[src/rtl/rv_alu_v.sv]
// RV32I execute-stage ALU: decodes opcode/funct3/funct7 and registers one
// 32-bit result per cycle (ALU value, effective address, jump target or branch flag).
module rv_alu_v (
    input  logic        clk,
    input  logic        rst,
    input  logic [6:0]  opcode,
    input  logic [2:0]  funct3,
    input  logic [6:0]  funct7,
    input  logic [31:0] Op1,
    input  logic [31:0] Op2,
    output logic [31:0] Rez
);

    typedef enum logic [6:0] {
        OPC_LOAD   = 7'b0000011,
        OPC_OP_IMM = 7'b0010011,
        OPC_AUIPC  = 7'b0010111,
        OPC_STORE  = 7'b0100011,
        OPC_OP     = 7'b0110011,
        OPC_LUI    = 7'b0110111,
        OPC_BRANCH = 7'b1100011,
        OPC_JALR   = 7'b1100111,
        OPC_JAL    = 7'b1101111
    } opcode_e;

    logic               alt;
    logic               lt_s;
    logic               lt_u;
    logic               eq;
    logic               taken;
    logic               unused_funct7;
    logic [31:0]        sum;
    logic [31:0]        diff;
    logic [31:0]        srl_res;
    logic signed [31:0] sra_res;
    logic [31:0]        alu_res;
    logic [31:0]        r;

    assign alt     = funct7[5];
    assign sum     = Op1 + Op2;
    assign diff    = Op1 - Op2;
    assign lt_s    = $signed(Op1) < $signed(Op2);
    assign lt_u    = Op1 < Op2;
    assign eq      = (Op1 == Op2);
    assign srl_res = Op1 >> Op2[4:0];
    // Kept in its own signed net so the arithmetic shift is not demoted to logical.
    assign sra_res = $signed(Op1) >>> Op2[4:0];

    // Only funct7[5] selects anything; the remaining bits are don't-care.
    assign unused_funct7 = ^{funct7[6], funct7[4:0]};

    // Shared OP / OP-IMM datapath; funct7[5] selects SUB only for register-register ops.
    always_comb begin
        // NOTE: every always_comb output gets a default first so no path can infer a latch.
        alu_res = '0;
        case (funct3)
            3'b000: alu_res = (opcode == OPC_OP && alt) ? diff : sum;
            3'b001: alu_res = Op1 << Op2[4:0];
            3'b010: alu_res = {31'd0, lt_s};
            3'b011: alu_res = {31'd0, lt_u};
            3'b100: alu_res = Op1 ^ Op2;
            3'b101: alu_res = alt ? sra_res : srl_res;
            3'b110: alu_res = Op1 | Op2;
            3'b111: alu_res = Op1 & Op2;
            default: alu_res = '0;
        endcase
    end

    always_comb begin
        taken = 1'b0;
        case (funct3)
            3'b000:  taken = eq;
            3'b001:  taken = !eq;
            3'b100:  taken = lt_s;
            3'b101:  taken = !lt_s;
            3'b110:  taken = lt_u;
            3'b111:  taken = !lt_u;
            default: taken = 1'b0;
        endcase
    end

    always_comb begin
        r = '0;
        case (opcode)
            OPC_LUI:                        r = Op2;
            OPC_AUIPC, OPC_LOAD, OPC_STORE,
            OPC_JAL:                        r = sum;
            OPC_OP_IMM, OPC_OP:             r = alu_res;
            OPC_BRANCH:                     r = {31'd0, taken};
            OPC_JALR:                       r = sum & 32'hFFFF_FFFE;
            default:                        r = '0;
        endcase
    end

    always_ff @(posedge clk or posedge rst) begin
        // NOTE: state registers use non-blocking assignment so every flop samples pre-edge values.
        if (rst) begin
            Rez <= '0;
        end else begin
            Rez <= r;
        end
    end

endmodule

[config.mk]
export PLATFORM = sky130hd
export DESIGN_NAME = rv_alu_v
export DESIGN_NICKNAME = d
export VERILOG_FILES = /design/src/rtl/rv_alu_v.sv
export SDC_FILE = /design/constraint.sdc
export NUM_CORES = 1
export LEC_CHECK = 0
export CORE_ASPECT_RATIO = 2
export CORE_MARGIN = 2
export CORE_UTILIZATION = 61
export CTS_BUF_LIST = sky130_fd_sc_hd__clkbuf_4 sky130_fd_sc_hd__clkbuf_8
export DETAILED_ROUTE_END_ITERATION = 12
export HOLD_SLACK_MARGIN = 0.15
export PLACE_DENSITY = 0.87
export SLEW_MARGIN = 0
export SYNTH_ARGS = -nofsm -noshare
export SYNTH_HDL_FRONTEND = slang
export SYNTH_SLANG_ARGS = --single-unit
[constraint.sdc]
create_clock -name clk -period 2.35 [get_ports clk]
set_input_delay 0.3525 -clock clk [delete_from_list [all_inputs] [get_ports clk]]
set_output_delay 0.3525 -clock clk [all_outputs]
set_load 0.005 [all_outputs]
==> summary.md, run 1 <==
| Metric | Value |
|---|---|
| Synth top area share | 11.34% |
| H-tree levels | 2 |
| CTS Sinks | 32 |
| Status | aborted with a tool error |
| Hold_buf cts | 0 |
| Top FF cell, synth | dfrtp_1 |
| Io pins | 115 |
| EDFF count, synth | 0 |
| CTS resizes | 437 |
| Setup Fix Bufs, Post-CTS | 56 |
| Err | [ERROR DPL-0038] Utilization greater than 100%, impossible to legalize |
| Mapped Cells | 1541 |
| Clock Path Buffers | 2 |
| Synthesized flop and latch total | 32 |
| Share of async-settable or async-resettable flops after synthesis | 100.0% |
| Dpl cell area | 0.01618 sq mm |
| Synth Cell Area | 0.01092 sq mm |
| Row cnt | 69 |
| Register area share after synthesis | 7.330% |
| Die Y | 193.3 um |
| Starting Density | 61.72% |
| Yosys synthesis warning count | 0 |
| Largest area contributor in the netlist | mux4_2 |
| Final Wtd Congestion | 1.287 |
| Cell variety after synth | 86 |
| Input/output buffers | 108 |
| Total CTS buffers | 5 |
| Post-DP HPWL | 55.93 mm |
| CTS Root Cell | clkbuf_8 |
| Mapped Avg Cell Area | 7.089 sq um |
| Count leader, synth | nor2_1 |
| Synth area leaders | mux4_2 11%, ha_1 11%, dfrtp_1 7.3% |
| Synth top cells by count | 204 x nor2_1, 140 x a21oi_1, 117 x nand2_1 |
| Die extent in x | 98.63 um |
| Fail Step | 4_1_cts |
| Syn Nets | 1723 |
## cell families after synthesis
logic type      count (synthesis)  synth area share, %
compound gates                555                33.50
simple gates                  474                19.52
buf+inv                       224                7.914
mux                           110                16.49
fa+ha+maj                      99                11.48
xor+xnor                       47                3.768
flops                          32                7.330
## stage by stage
stage,setup WS [ns],instances
after floorplan,-0.7043,1541
after global placement,-1.444,2277
after detailed placement,-1.639,2277
==> run 2: changes to the inputs <==
CORE_ASPECT_RATIO = not set   (was 2)
CORE_UTILIZATION = 40   (was 61)
CTS_BUF_LIST = not set   (was sky130_fd_sc_hd__clkbuf_4 sky130_fd_sc_hd__clkbuf_8)
HOLD_SLACK_MARGIN = not set   (was 0.15)
PLACE_DENSITY = not set   (was 0.87)
PLACE_DENSITY_LB_ADDON = 0.15   (was not set)
==> run 2 against run 1 <==
The flow now finishes, with violations (setup timing). Synthesized area did not move. Synthesized cell count did not move.
==> summary.md, run 2 <==
| Metric | Value |
|---|---|
| CTS tree | built |
| Critical path type | in -> reg |
| Total CTS buffers | 5 (unchanged) |
| Net switching power | 0.002888 W |
| Setup WS post-layout | -0.6597 ns |
| Final cell count without fillers | 2579 |
| Simple-gate share of the synthesized area | 19.52% (unchanged) |
| Total GRT Usage | 44.76% |
| H-tree levels | 2 (unchanged) |
| Share of async-settable or async-resettable flops after synthesis | 100.0% (unchanged) |
| Setup violators final | 32 |
| Largest area contributor in the netlist | mux4_2 (unchanged) |
| CP Capture Point | Rez[22] |
| Largest net degree at the start of global routing | 62 |
| # fillers | 2017 |
| Synth area leaders | mux4_2 11%, ha_1 11%, dfrtp_1 7.3% (unchanged) |
| CP Launch Type | input port |
| Die area | 0.02865 sq mm |
| Synth top area share | 11.34% (unchanged) |
| Vias in the first global route | 16160 |
| Worst slew margin | 58.49% |
| Hold wc startpoint | Op2[19] |
| Peak VDD IR | 0.0002517 V |
| Placed Cells | 2435 (was 2277) |
| Most common cell after layout, fill and taps aside | buf_4 |
| Worst Setup End Kind | flop |
| Total stage count of the critical path | 15 |
| Syn Nets | 1723 (unchanged) |
| Io pins | 115 (unchanged) |
| Sequential cell area | 800.8 sq um |
| EDFF count, synth | 0 (unchanged) |
| Final #Nets | 2419 |
| Hold Crit Class | in -> reg |
| Synthesized flop and latch total | 32 (unchanged) |
| Final design utilization | 74.90% |
| Post-Route WL | 67.56 mm |
| Max_cap viols | 0 |
| Synth top cells by count | 204 x nor2_1, 140 x a21oi_1, 117 x nand2_1 (unchanged) |
| Worst Path Buf+Inv | 4 |
| Failing checks | setup timing |
| P_leak | 8.895 nW |
| Routed Antenna Nets | 0 |
| Synth Cell Area | 0.01092 sq mm (unchanged) |
| Top FF cell, synth | dfrtp_1 (unchanged) |
| Worst Tran Pin Value | 0.6162 ns |
| Diode count | 0 |
| Crit-path cells | buf_8 -> inv_6 -> ha_4 -> inv_2 -> fa_2 -> nor2b_4 -> o311ai_4 -> a211oi_2 -> a21o_1 -> buf_12 -> a211oi_4 -> nor2_2 -> or3_1 -> a311oi_1 -> a221o_1 |
| Required time of the critical path | 2.60 ns |
| Clock Pin Slew Worst Setup and Hold Paths | 0.07 ns |
| Crit path max-delay cell type | a211oi_4 |
| 1st-pass router iterations | 6 |
| Total number of vias | 16370 |
| Status | complete, but fails checks (was aborted with a tool error) |
| Max Freq | 332.3 MHz |
| First-pass GRT wire length | 96.97 mm |
| Worst Path Arrival | 3.26 ns |
| Crit-path max cell delay | 0.38 ns |
| Input/output buffers | 108 (unchanged) |
| Die extent in x | 169.3 um (was 98.63 um) |
| Critical path fanouts, max | 3 |
| Sw Ratio | 45.02% |
| M2 GR Usage | 71.64% |
| Fin crit period | 3.010 ns |
| Cell variety after synth | 86 (unchanged) |
| Clock Power Share | 14.1% |
| Avg WL per Cell | 26.20 um |
| Sequential Power Share | 8.9% |
| Drt via density | 6.347 |
| DR DRC count | 0 |
| First DRT Iteration DRCs | 1666 |
| CTS Sinks | 32 (unchanged) |
| Combinational Power Share | 77.0% |
| P per Cell Area | 318.7 mW/mm^2 |
| Die Y | 169.3 um (was 193.3 um) |
| Layer with the highest usage | met2 |
| Largest registers | Rez: 32 flops |
| Mux cell area share after synthesis | 16.49% (unchanged) |
| Mapped Cells | 1541 (unchanged) |
| Delay-heaviest family, CP | compound AO/OA/AOI/OAI gates |
| Pwr Total | 0.006415 W |
| Synth Area in XOR/XNOR | 3.768% (unchanged) |
| Starting Density | 40.65% (was 61.72%) |
| Clock Path Buffers | 2 (unchanged) |
| Register area share after synthesis | 7.330% (unchanged) |
| Met1 Use GR | 54.61% |
| Fin crit share | 128.1% |
| GR Util met3 | 7.766% |
| Total gr overflow | 0 |
| Yosys synthesis warning count | 0 (unchanged) |
| Crit path launch | Op1[0] |
| Main combinational cell family by area after synthesis | compound AO/OA/AOI/OAI gates (unchanged) |
| Unrepaired setup endpoints after global routing | yes |
| Layout cells sized above 1 | 51.74% |
| Final Wtd Congestion | 1.029 (was 1.287) |
| Commonest cells after routing, fill and taps aside | 594 x buf_4, 179 x nor2_1, 109 x a21oi_1 |
| Mapped Avg Cell Area | 7.089 sq um (unchanged) |
| Count leader, synth | nor2_1 (unchanged) |
| Core ar. | 0.02688 sq mm |
| Biggest register | Rez |
| Largest register FFs | 32 |
| Area Growth Syn to Fin | 84.26% |
| Adder-Cell Fraction of Synth Area | 11.48% (unchanged) |
| Internal power | 0.003527 W |
| CTS Root Cell | clkbuf_16 (was clkbuf_8) |
| Setup tns final | -10.55 ns |
| Area of the multi-input gates | 0.01130 sq mm |
| Post-DP HPWL | 48.66 mm (was 55.93 mm) |
| Final hold viol count | 0 |
| Row cnt | 60 (was 69) |
| Slew Limit Fails | 0 |
| Hold_buf cts | 0 (unchanged) |
| Compound-Gate Fraction of Synth Area | 33.50% (unchanged) |
| Initial antenna violation count | 0 |
## run 2: kinds of logic (layout without fill, tap and decap cells)
group | Yosys count | count (layout)
AO/OA/AOI/OAI | 555 | 555
AND/OR/NAND/NOR | 474 | 474
buffers and inverters | 224 | 921
multiplexers | 110 | 110
adder cells (fa/ha/maj) | 99 | 99
XOR/XNOR | 47 | 47
flip-flops | 32 | 32
## run 2: power groups by stage
stage          Clock [W]  Sequential, W  Combinational [W]
2_1_floorplan          0       0.000586            0.00186
3_3_place_gp           0       0.000584            0.00372
3_5_place_dp           0       0.000584            0.00375
4_1_cts         0.000891       0.000574            0.00444
5_1_grt         0.000915       0.000575            0.00515
6_report        0.000903       0.000574            0.00494
## run 2: routing by layer
metal,up-vias,wire (um)
met2,1108,30030
met4,0,6515
met3,353,6425
li1,7139,-
met5,-,0
met1,7769,24590
## run 2: layout make-up
cell class | instances | share of cell area, %
Timing Repair Buffer | 808 | 34.55
Multi-Input combinational cell | 1285 | 56.12
Clock buffer | 7 | 0.7583
Sequential cell | 32 | 3.978
Clock inverter | 1 | 0.1492
Tap cell | 341 | 2.120
Inverter | 105 | 2.319
## run 2: worst min-delay path by stage
| stage | to | slack [ns] | cells after the start |
|---|---|---|---|
| after floorplan | Rez[0] | 0.47 | 1 |
| after global placement | Rez[9] | 0.81 | 3 |
| after detailed placement | Rez[9] | 0.82 | 3 |
| after CTS | Rez[8] | 0.40 | 4 |
| after global routing | Rez[19] | 0.43 | 4 |
| final | Rez[19] | 0.40 | 4 |
## run 2: worst min-delay path, cell delays in order
cell	delay [ns]
buf_8	0.08
buf_4	0.11
nand2_1	0.05
o21ai_1	0.07
## run 2: what timing repair did
item / CTS / global route
endpoints found under the setup margin: 32 / 32
buffers inserted: 105 / 52
cloned: 3 / 2
resized for setup: 560 / 179
pin swaps: 152 / 130
## run 2: through the flow
stage | setup slack [ns] | instance area, sq um | hold slack, ns
after floorplan | -0.7043 | 11370 | 0.4687
after global placement | -1.577 | 16550 | 0.8098
after detailed placement | -1.624 | 16550 | 0.8161
after CTS | -0.7250 | 19170 | 0.4031
after global routing | -0.7711 | 20130 | 0.4259
final | -0.6597 | 20130 | 0.4045
(Power assumes the default switching activity.)
==> run 3: changes to the inputs <==
CORE_MARGIN = 5   (was 2)
clock period = 2.7 ns   (was 2.35 ns; I/O delays follow)
==> run 3 against run 2 <==
The run still ends with setup timing left. Power shrank 25%. Global-route usage shrank 4.8 points. Critical path depth shrank 2. Wire length shrank 5.7%. Setup slack gained 0.28 ns. Clock-buffer cell count shrank 1. Design area shrank 10%. Final cell count shrank 4.1%. Clock power shrank 35%. Die area grew 7.2%. Largest cell class unchanged. Highest routed layer unchanged.
==> summary.md, run 3 (synthesized netlist as in run 2, its figures left out) <==
| Metric | Value |
|---|---|
| Hold Crit Class | in -> reg (unchanged) |
| Largest registers | Rez: 32 flops (unchanged) |
| Post-Place Worst Slack | -1.239 ns (was -1.624 ns) |
| Drt via density | 6.269 (was 6.347) |
| Metal2 WL | 28.30 mm (was 30.03 mm) |
| Routed length on met1 | 24.18 mm (was 24.59 mm) |
| Area Growth Syn to Fin | 65.45% (was 84.26%) |
| P_leak | 8.071 nW (was 8.895 nW) |
| Setup WS post-layout | -0.3805 ns (was -0.6597 ns) |
| Crit-path cells | buf_8 -> inv_6 -> ha_4 -> or4_4 -> or3_4 -> or4_4 -> nor2_4 -> a211oi_4 -> buf_4 -> o41ai_4 -> xnor2_1 -> o311ai_1 -> a21o_1 (was buf_8 -> inv_6 -> ha_4 -> inv_2 -> fa_2 -> nor2b_4 -> o311ai_4 -> a211oi_2 -> a21o_1 -> buf_12 -> a211oi_4 -> nor2_2 -> or3_1 -> a311oi_1 -> a221o_1) |
| Avg WL per Cell | 25.78 um (was 26.20 um) |
| Most common cell after layout, fill and taps aside | buf_4 (unchanged) |
| Largest register FFs | 32 (unchanged) |
| Post-Route WL | 63.73 mm (was 67.56 mm) |
| Die area | 0.03072 sq mm (was 0.02865 sq mm) |
| Row cnt | 60 (unchanged) |
| Io pins | 115 (unchanged) |
| First DRT Iteration DRCs | 1901 (was 1666) |
| # fillers | 2409 (was 2017) |
| Final #Nets | 2313 (was 2419) |
| Routed Antenna Nets | 0 (unchanged) |
| Peak VDD IR | 0.0002038 V (was 0.0002517 V) |
| Commonest cells after routing, fill and taps aside | 547 x buf_4, 195 x nor2_1, 127 x a21oi_1 (was 594 x buf_4, 179 x nor2_1, 109 x a21oi_1) |
| CP Launch Type | input port (unchanged) |
| CTS tree | built (unchanged) |
| Delay-heaviest family, CP | simple AND/OR/NAND/NOR gates (was compound AO/OA/AOI/OAI gates) |
| Fin crit share | 114.1% |
| Final Wtd Congestion | 1.013 (was 1.029) |
| P per Cell Area | 267.7 mW/mm^2 (was 318.7 mW/mm^2) |
| H-tree levels | 2 (unchanged) |
| Initial antenna violation count | 0 (unchanged) |
| Total gr overflow | 0 (unchanged) |
| Core ar. | 0.02695 sq mm (was 0.02688 sq mm) |
| Failing checks | setup timing (unchanged) |
| Worst Tran Pin Value | 0.6766 ns (was 0.6162 ns) |
| Layout cells sized above 1 | 43.03% (was 51.74%) |
| Setup violators final | 12 (was 32) |
| Biggest register | Rez (unchanged) |
| Worst Path Buf+Inv | 3 (was 4) |
| Clock Pin Slew Worst Setup and Hold Paths | 0.06 ns (was 0.07 ns) |
| Total CTS buffers | 5 (unchanged) |
| Top Metal Used | met4 (unchanged) |
| End of the worst hold path | Rez[8] (was Rez[19]) |
| Critical path fanouts, max | 4 (was 3) |
| Largest net degree at the start of global routing | 49 (was 62) |
| First-pass GRT wire length | 94.33 mm (was 96.97 mm) |
| Fin crit period | 3.080 ns |
| Post-DP HPWL | 49.29 mm (was 48.66 mm) |
| Final design utilization | 67.06% (was 74.90%) |
| Hold wc startpoint | Op2[8] (was Op2[19]) |
| Hold Path Cell Cnt | 4 (unchanged) |
| Area of the multi-input gates | 0.01046 sq mm (was 0.01130 sq mm) |
| Final cell count without fillers | 2472 (was 2579) |
| Clock Path Buffers | 2 (unchanged) |
| DR DRC count | 0 (unchanged) |
| DR WL met3 | 6.213 mm (was 6.425 mm) |
| Most used cell, CP | or4_4 |
| Input/output buffers | 108 (unchanged) |
| Worst Setup End Kind | flop (unchanged) |
| Placed Cells | 2411 (was 2435) |
| Die Y | 175.3 um (was 169.3 um) |
| Hold_buf cts | 0 (unchanged) |
| Status | complete, but fails checks (unchanged) |
| Max_cap viols | 0 (unchanged) |
| Worst slew margin | 54.42% (was 58.49%) |
| Critical path type | in -> reg (unchanged) |
| Max Freq | 324.6 MHz |
| Sequential cell area | 800.8 sq um (unchanged) |
| Final hold viol count | 0 (unchanged) |
| CTS Root Cell | clkbuf_16 (unchanged) |
| Unrepaired setup endpoints after global routing | yes (unchanged) |
| Diode count | 0 (unchanged) |
| Total number of vias | 15500 (was 16370) |
| Crit path max-delay cell type | or4_4 (was a211oi_4) |
| Die extent in x | 175.3 um (was 169.3 um) |
| Total GRT Usage | 40.01% (was 44.76%) |
| CTS Sinks | 32 (unchanged) |
| Worst Path Arrival | 3.27 ns (was 3.26 ns) |
| Required time of the critical path | 2.89 ns (was 2.60 ns) |
| Vias in the first global route | 15110 (was 16160) |
| Crit-path max cell delay | 0.54 ns (was 0.38 ns) |
| Starting Density | 40.53% (was 40.65%) |
| Slew Limit Fails | 0 (unchanged) |
| 1st-pass router iterations | 7 (was 6) |
[run 3: cell count changes in the layout (fill, tap and decap cells not counted), sizes merged]
cell           change
buf              -109
clkdlybuf4s50      +6
clkbuf             -5
clkdlybuf4s15      -3
bufbuf             +2
bufinv             -1
clkinv             +1
clkinvlp           +1
dlygate4sd2        +1
dlymetal6s2s       +1
inv                -1
[run 3: worst max path at each step]
stage,start,to,slack (ns),cells after the start
2_1_floorplan,Op2[1],Rez[22],-0.41,14
3_5_place_dp,Op2[17],Rez[0],-1.24,13
3_3_place_gp,Op2[17],Rez[30],-1.16,13
5_1_grt,Op2[16],Rez[26],-0.44,13
4_1_cts,Op2[16],Rez[30],-0.34,12
6_report,Op2[16],Rez[26],-0.38,13
[run 3: where the power goes]
group	switching, W	total (W)	internal [W]
Combinational	0.00197	0.00375	0.00178
Sequential	0.00000564	0.000501	0.000495
Clock	0.000252	0.000588	0.000337
[run 3: tightest hold or removal path, cell delays in order]
cell and delay [ns]:
buf_2 0.10, buf_4 0.11, a22oi_1 0.06, nand2_1 0.07
[run 3: timing repair]
item                                    in CTS  in global routing
setup buffers                               47                  7
gates cloned                                 3                  1
endpoints found under the setup margin      31                 29
hold endpoints to repair                     0                  0
pin swaps                                   87                 45
resized for setup                          335                 84
[run 3: per-stage QoR]
step / hold WS [ns] / cell area, sq um / TNS [ns] / power (W)
final: 0.4889 / 18070 / -1.811 / 0.004839
after global routing: 0.5223 / 18070 / -2.797 / 0.005068
after CTS: 0.4631 / 17630 / -1.407 / 0.004630
after detailed placement: 0.8518 / 16340 / -22.89 / 0.003742
after global placement: 0.8402 / 16340 / -22.30 / 0.003725
after floorplan: 0.5212 / 11290 / -4.148 / 0.002116
[run 3: routing by layer]
metal	global-route usage, %	up-vias
met2	64.16	990
met3	8.136	262
li1	-	6909
met1	49.65	7336
met5	0	-
met4	23.96	0
[run 3: cell type report]
class | count | share of cell area, %
Tap cell | 341 | 2.361
Clock inverter | 1 | 0.02769
Inverter | 105 | 2.478
Sequential cell | 32 | 4.431
Multi-Input combinational cell | 1285 | 57.87
Clock buffer | 6 | 0.7131
Timing Repair Buffer | 702 | 32.12
